File: src/rtl/pipe_pkg.sv
// Shared definitions for the 16-bit five-stage pipeline.
// Covers datapath widths, opcode constants and the write-back opcode decode.
package pipe_pkg;

  localparam int DATA_W = 16;
  localparam int RA_W   = 3;
  localparam int INS_W  = 16;

  typedef logic [3:0] opcode_t;

  localparam opcode_t OP_LOAD   = 4'h7;
  localparam opcode_t OP_STORE  = 4'h8;
  localparam opcode_t WB_OP_MAX = 4'h7;

  // Opcodes 0..7 produce a register result; store and everything above never write.
  function automatic logic is_wb_op(input opcode_t opcode);
    return (opcode <= WB_OP_MAX);
  endfunction

endpackage

File: src/rtl/ma_wb_latch.sv
// Priority-encoded pipeline register with a valid bit.
// Priority order: rst > flush > stall > capture. Shared by every inter-stage latch.
module ma_wb_latch #(
  parameter int PAYLOAD_W = 16
) (
  input  logic                 clk,
  input  logic                 rst,
  input  logic                 flush,
  input  logic                 stall,
  input  logic                 valid_in,
  input  logic [PAYLOAD_W-1:0] payload_in,
  output logic                 valid_out,
  output logic [PAYLOAD_W-1:0] payload_out
);

  logic                 vld_p1;
  logic [PAYLOAD_W-1:0] payload_p1;

  // A flush clears the whole payload so a bubble never carries stale fields.
  always_ff @(posedge clk) begin
    if (rst || flush) begin
      vld_p1     <= 1'b0;
      payload_p1 <= '0;
    end else if (!stall) begin
      vld_p1     <= valid_in;
      payload_p1 <= payload_in;
    end
  end

  assign valid_out   = vld_p1;
  assign payload_out = payload_p1;

endmodule

File: src/rtl/wb_stage.sv
// Write-back stage: MA/WB latch, load/ALU result select, register-file write port,
// WB-to-EX forwarding bus and retired-instruction counter.
module wb_stage #(
  parameter int DATA_W       = pipe_pkg::DATA_W,
  parameter int RA_W         = pipe_pkg::RA_W,
  parameter int CNT_W        = 16,
  parameter bit R0_HARDWIRED = 1'b1
) (
  input  logic              clk,
  input  logic              rst,
  input  logic              valid_MA,
  input  logic              stall,
  input  logic              flush,
  input  logic [RA_W-1:0]   WBA_MA,
  input  logic [15:0]       INS_MA,
  input  logic [DATA_W-1:0] data,
  input  logic [DATA_W-1:0] ALU_result,
  output logic              RF_WE,
  output logic [RA_W-1:0]   RF_WA,
  output logic [DATA_W-1:0] RF_WD,
  output logic [15:0]       INS_WB,
  output logic              wb_valid,
  output logic              fwd_valid,
  output logic [RA_W-1:0]   fwd_addr,
  output logic [DATA_W-1:0] fwd_data,
  output logic [CNT_W-1:0]  retire_count
);

  import pipe_pkg::*;

  localparam int PAYLOAD_W = INS_W + RA_W + 2 * DATA_W;

  logic [PAYLOAD_W-1:0] payload_p0;
  logic [PAYLOAD_W-1:0] payload_p1;
  logic                 vld_p1;
  logic [INS_W-1:0]     ins_p1;
  logic [RA_W-1:0]      wba_p1;
  logic [DATA_W-1:0]    data_p1;
  logic [DATA_W-1:0]    alu_p1;
  opcode_t              opcode_p1;
  logic [DATA_W-1:0]    sel_p1;
  logic                 r0_block_p1;
  logic                 we_p1;
  logic                 capture_vld_p0;
  logic [CNT_W-1:0]     retire_q;

  assign payload_p0 = {INS_MA, WBA_MA, data, ALU_result};

  // ---- MA -> WB boundary ----
  ma_wb_latch #(
    .PAYLOAD_W (PAYLOAD_W)
  ) u_latch (
    .clk         (clk),
    .rst         (rst),
    .flush       (flush),
    .stall       (stall),
    .valid_in    (valid_MA),
    .payload_in  (payload_p0),
    .valid_out   (vld_p1),
    .payload_out (payload_p1)
  );

  assign {ins_p1, wba_p1, data_p1, alu_p1} = payload_p1;

  assign opcode_p1   = opcode_t'(ins_p1[15:12]);
  assign sel_p1      = (opcode_p1 == OP_LOAD) ? data_p1 : alu_p1;
  assign r0_block_p1 = R0_HARDWIRED && (wba_p1 == '0);
  assign we_p1       = vld_p1 && is_wb_op(opcode_p1) && !r0_block_p1;

  // Address/data are squashed to zero whenever no write happens.
  assign RF_WE = we_p1;
  assign RF_WA = we_p1 ? wba_p1 : '0;
  assign RF_WD = we_p1 ? sel_p1 : '0;

  assign fwd_valid = RF_WE;
  assign fwd_addr  = RF_WA;
  assign fwd_data  = RF_WD;

  assign INS_WB   = ins_p1;
  assign wb_valid = vld_p1;

  // Counts on the capture edge itself, so stores/branches retire too; wraps silently.
  assign capture_vld_p0 = !flush && !stall && valid_MA;

  always_ff @(posedge clk) begin
    if (rst) begin
      retire_q <= '0;
    end else if (capture_vld_p0) begin
      retire_q <= retire_q + CNT_W'(1);
    end
  end

  assign retire_count = retire_q;

endmodule

File: config.mk
export PLATFORM = sky130hd
export DESIGN_NAME = wb_stage
export DESIGN_NICKNAME = d
export VERILOG_FILES = /design/src/rtl/pipe_pkg.sv /design/src/rtl/ma_wb_latch.sv /design/src/rtl/wb_stage.sv
export SDC_FILE = /design/constraint.sdc
export NUM_CORES = 1
export LEC_CHECK = 0
export ABC_AREA = 0
export BUFFER_PORTS_ARGS = -buffer_cell sky130_fd_sc_hd__buf_2
export CAP_MARGIN = 20
export CORE_UTILIZATION = 25
export CTS_CLUSTER_DIAMETER = 150
export DETAILED_ROUTE_END_ITERATION = 10
export GPL_TIMING_DRIVEN = 0
export PLACE_DENSITY = 0.58
export SLEW_MARGIN = 5
export SYNTH_ARGS = -nofsm -noshare
export SYNTH_HDL_FRONTEND = slang
export SYNTH_HIERARCHICAL = 1
export SYNTH_SLANG_ARGS = --single-unit
File: constraint.sdc
create_clock -name clk -period 2.11 [get_ports clk]
set_clock_uncertainty 0.15 [all_clocks]
set_input_delay 0.211 -clock clk [delete_from_list [all_inputs] [get_ports clk]]
set_output_delay 0.211 -clock clk [all_outputs]
set_load 0.01 [all_outputs]
# After elaboration in Yosys (flattened, before gate mapping)
# Index checks and enable logic that the tools add are counted.
# Widths: inputs -> output; s select.
[totals]
ff_bits = 68
inputBits = 56
out_inout_bits = 73
word_cells = 18
[classes]
addsub = 1
order_cmp = 1
n_eq_ne = 1
n_mux = 3
n_reduce_logical = 9
[op_table]
columns = ["cell", "count"]
rows = [
  ["$mux 16", 2],
  ["$add 16x1->16 const B", 1],
  ["$eq 4x3->1 const B", 1],
  ["$le 4x3->1 const B", 1],
  ["$logic_and 1x1->1", 4],
  ["$logic_not 1->1", 3],
  ["$logic_not 3->1", 1],
  ["$mux 3", 1],
  ["$logic_or 1x1->1", 1],
]

# Logic depth before layout (Yosys ltp)
[depth]
depth_word = 4
ltp_mapped = 7
ltp_nobuf = 5

# Cells and area by module
# The synthesis kept the hierarchy.
[by_module_without_submodules]
columns = ["mod", "instances", "cells_each", "area_each_um2", "seq_area_each_um2"]
rows = [
  ["ma_wb_latch", 1, 169, 1913.1, 1041.0],
  ["wb_stage", 1, 160, 1169.9, 320.3],
]

# Least setup slack after synthesis
# No wires, ideal clock.
[synth_timing]
path_type = "register to output"
startpoint = "register u_latch.payload_p1[50] (netlist: u_latch/payload_out[50])"
endpoint = "output port fwd_data[5]"
arrival_ns = 1.489
required_time_ns = 1.749
slack_ns = 0.260
path_stages_with_launch = 8
n_path_buf = 3
cell_sequence = "dfxtp_1 -> inv_2 -> and4_1 -> clkbuf_1 -> buf_2 -> nand2_1 -> a21oi_1 -> buf_4"
[synth_between]
elab_chain_len = 4
word_cells_on_any_way = 6
cone_classes = "1 x order compare; 1 x eq/ne; 2 x mux; 2 x reduce/logical"
[synth_lines]
columns = ["element", "line_no", "text"]
rows = [
  ["from (decl)", "ma_wb_latch.sv:17", "logic [PAYLOAD_W-1:0] payload_p1;"],
  ["from (signal assigned)", "ma_wb_latch.sv:26", "payload_p1 <= payload_in;"],
  ["$le 4x3->1", "pipe_pkg.sv:17", "return (opcode <= WB_OP_MAX);"],
  ["$logic_and 1x1->1 (2 in a row)", "wb_stage.sv:68", "assign we_p1 = vld_p1 && is_wb_op(opcode_p1) && !r0_block_p1;"],
  ["$mux 16 *", "wb_stage.sv:73", "assign RF_WD = we_p1 ? sel_p1 : '0;"],
  ["to (decl)", "wb_stage.sv:25", "output logic [DATA_W-1:0] fwd_data,"],
]
# Every way passes the cells marked *; elsewhere a longest branch is shown, timed or not.

# Final worst setup path
[layout_timing]
startpoint = "register u_latch.payload_p1[50] (netlist: u_latch/payload_out[50])"
endpoint = "output port fwd_data[7]"
# The elaborated chain is that of the path after synthesis.

==> metrics.md <==
| Metric | Value |
|---|---|
| Worst hold path class | `in2reg` |
| Routed Antenna Nets | `0` |
| Antenna violations before repair | `0` |
| Reg power frac | `41.6%` |
| XOR/XNOR Fraction of Synth Area | `2.56%` |
| Filler instances | `1192` |
| Mux share of post-synthesis cell area | `17.2%` |
| Maximum VDD drop | `0.430 mV` |
| Sequential area share after synthesis | `44.2%` |
| FF+latch count, synth | `68` |
| Data required time of the worst path | `1.75 ns` |
| Syn nets | `386` |
| Vias in the first global route | `2862` |
| Layout cells sized above 1 | `38.0%` |
| First-pass GRT wire length | `14000 um` |
| Final Cycle Share | `96.1%` |
| GRT overflow | `0` |
| Die Wd | `113 um` |
| Max Clock Freq | `0.493 GHz` |
| Cell Area, Synth | `3080 um2` |
| R2R depth | `5` |
| Htree depth | `3` |
| CTS sink cnt | `68` |
| Post-synthesis simple-gate area fraction | `19.7%` |
| CP Launch Type | `flip-flop` |
| Maxcap violations | `0` |
| Starting density of the core | `25.7%` |
| Drt drc | `0` |
| Synth warn | `6` |
| Syn avg cell area | `9.37 um2` |
| Die Footprint | `12800 um2` |
| # rows | `40` |
| Pin count of the biggest net entering global routing | `12` |
| Core area | `12000 um2` |
| Worst Path Class, Setup | `reg2out` |
| Gp weighted congestion | `0.708` |
| IO Port Bufs | `128` |
| Critical path peak fanout | `10` |
| Most common cell after layout, fill and taps aside | `buf_2` |
| Post-synthesis adder-cell area fraction | `0.406%` |
| Initial DRC count | `119` |
| Final setup fails | `0` |
| CP arrival | `1.67 ns` |
| Hold Fails Final Rpt | `0` |
| Final WS setup | `0.0821 ns` |
| PwrDens | `668 nW/um2` |
| Worst-skew pair later-pin latency | `0.33 ns` |
| TritonCTS clock tree | `built` |
| Clock power frac | `48.4%` |
| Post-DP HPWL | `6130 um` |
| Fin. max-slew vios | `0` |
| Routed len/inst | `13.2 um` |
| Combinational power share | `10.1%` |
| Max Root-Sink Buffers | `2` |
| Final setup TNS | `0 ns` |
| LEAKAGE | `2.33 nW` |
| Pre-CTS setup slack | `-0.230 ns` |
| Yosys cell types | `35` |
| DR vias/cell | `4.31` |
| Leading cell types in the layout, fill and taps excluded | `buf_2, dfxtp_1, nor2_1` |
| Tot GR Track Use | `14.2%` |
| Final Critical Period | `2.03 ns` |
| Final net count | `580` |
| # IOs | `129` |
| CTS root buffer | `clkbuf_16` |
| DRT Pass-1 Iters | `4` |
| Sw Share | `21.5%` |
| Detailed-route via count | `2904` |
| Final wirelength | `8900 um` |
| Hold depth | `3` |
| Worst-Margin Slew | `0.479 ns` |
| Area after DPL | `3910 um2` |
| Die Height | `113 um` |
| Endpoint type of the worst setup path | `output pin` |
| Cell count after synthesis | `329` |
| Rel. slew slack | `68.1%` |
| Largest family of logic cells by synthesized area | `simple AND/OR/NAND/NOR gates` |
| CTS buffer count | `9` |
| Status | `complete, no violations` |
| P_sw | `0.000694 W` |
| Int Pwr | `0.00253 W` |
| Worst-path clk slew | `0.05 ns` |
| Cell area after layout | `4830 um2` |
| Compound-gate portion of the synthesized area | `5.36%` |
| Layout area overhead | `56.7%` |
| N_diodes | `0` |
worst paths after layout:
path                                              from                              endpoint  slack, ns
setup reg to reg          retire_count[0]$_SDFFE_PP0P_         retire_count[10]$_SDFFE_PP0P_       0.25
hold / removal                                valid_MA        u_latch/valid_out$_SDFFE_PP0N_       0.02
hold reg to reg   u_latch/payload_out[36]$_SDFFE_PP0N_  u_latch/payload_out[36]$_SDFFE_PP0N_       0.34
setup / recovery  u_latch/payload_out[50]$_SDFFE_PP0N_                           fwd_data[7]       0.08
cell families after synthesis:
group,count (synthesis)
mux,53
buf+inv,39
fa+ha+maj,1
simple gates,130
compound gates,29
flops,68
xor+xnor,9
stage by stage:
| stage | hold WS (ns) | util, % | std cells | power [W] |
|---|---|---|---|---|
| CTS | 0.00964 | 39.9 | 674 | 0.00328 |
| global route | 0.0647 | 40.2 | 674 | 0.00338 |
| floorplan | 0.130 | - | 329 | 0.00151 |
| detailed placement | 0.300 | 32.5 | 604 | 0.00162 |
| finish | 0.0158 | 40.2 | 674 | 0.00323 |
| global placement | 0.291 | 32.5 | 604 | 0.00161 |
synth_stat cells (all sizes together):
master    n  area [um2]
xor2      6        52.6
nor3b     1        18.8
clkbuf    4        15.0
buf      33         305
xnor2     3        26.3
o21ba     1        10.0
dfxtp    68        1360
or3       5        31.3
and2      3        18.8
nand2    36         138
and4      2        20.0
o21ai     5        25.0
mux2i    53         531
nand4     7        50.1
o31a      1        8.76
a21oi    21         105
nor3      1        5.00
nor4      2        18.8
ha        1        12.5
nand3     4        25.0
inv       2        7.50
or2       1        6.26
o311ai    1        16.3
nand4bb   1        11.3
and3      5        31.3
nor2     62         233
metal layers:
metal  track usage (%)  routed length, um  vias up
met5                 0                  0        -
met4              4.65                102        0
met3              3.75                460        8
met2              24.0               4130       96
met1              17.7               4210     1315
li1                  -                  -     1485
power groups by stage:
| stage | Sequential (W) | Clock (W) | Combinational [W] |
|---|---|---|---|
| after floorplan | 0.00137 | 0 | 0.000144 |
| after global placement | 0.00137 | 0 | 0.000245 |
| after detailed placement | 0.00137 | 0 | 0.000249 |
| after CTS | 0.00134 | 0.00161 | 0.000326 |
| after global routing | 0.00134 | 0.00168 | 0.000357 |
| final | 0.00134 | 0.00156 | 0.000325 |
worst max-delay path, stage by stage, from the launching register on:
cell	delay, ns
dfxtp_2	0.33
inv_2	0.11
and4_4	0.25
buf_6	0.15
nand2_1	0.06
a21oi_1	0.18
buf_4	0.14
buf_2	0.11
layout make-up:
type                    instances  area (um2)  share of cell area [%]
clock inverters                 5        77.6                    1.61
multi-input cells             222        1440                    29.8
plain buffers                  36         337                    6.97
flip-flops and latches         68        1360                    28.2
inverters                       2        7.51                   0.155
clock buffers                  10         229                    4.74
repair buffers                184        1190                    24.7
well taps                     147         184                    3.81
timing repair:
| item | CTS | global route |
|---|---|---|
| endpoints found under the setup margin | 32 | 19 |
| endpoints found under the hold margin | 56 | 0 |
| gates resized for setup | 10 | 12 |
| pin swaps | 3 | 0 |
| setup buffers | 4 | 0 |
| hold buffers | 52 | 0 |
registers in the layout (all words and copies together), names as in the netlist:
| signal | flops |
|---|---|
| u_latch/valid_out | 1 |
| retire_count | 16 |
| u_latch/payload_out | 51 |
Note: power is estimated with default switching activity, not from simulation.
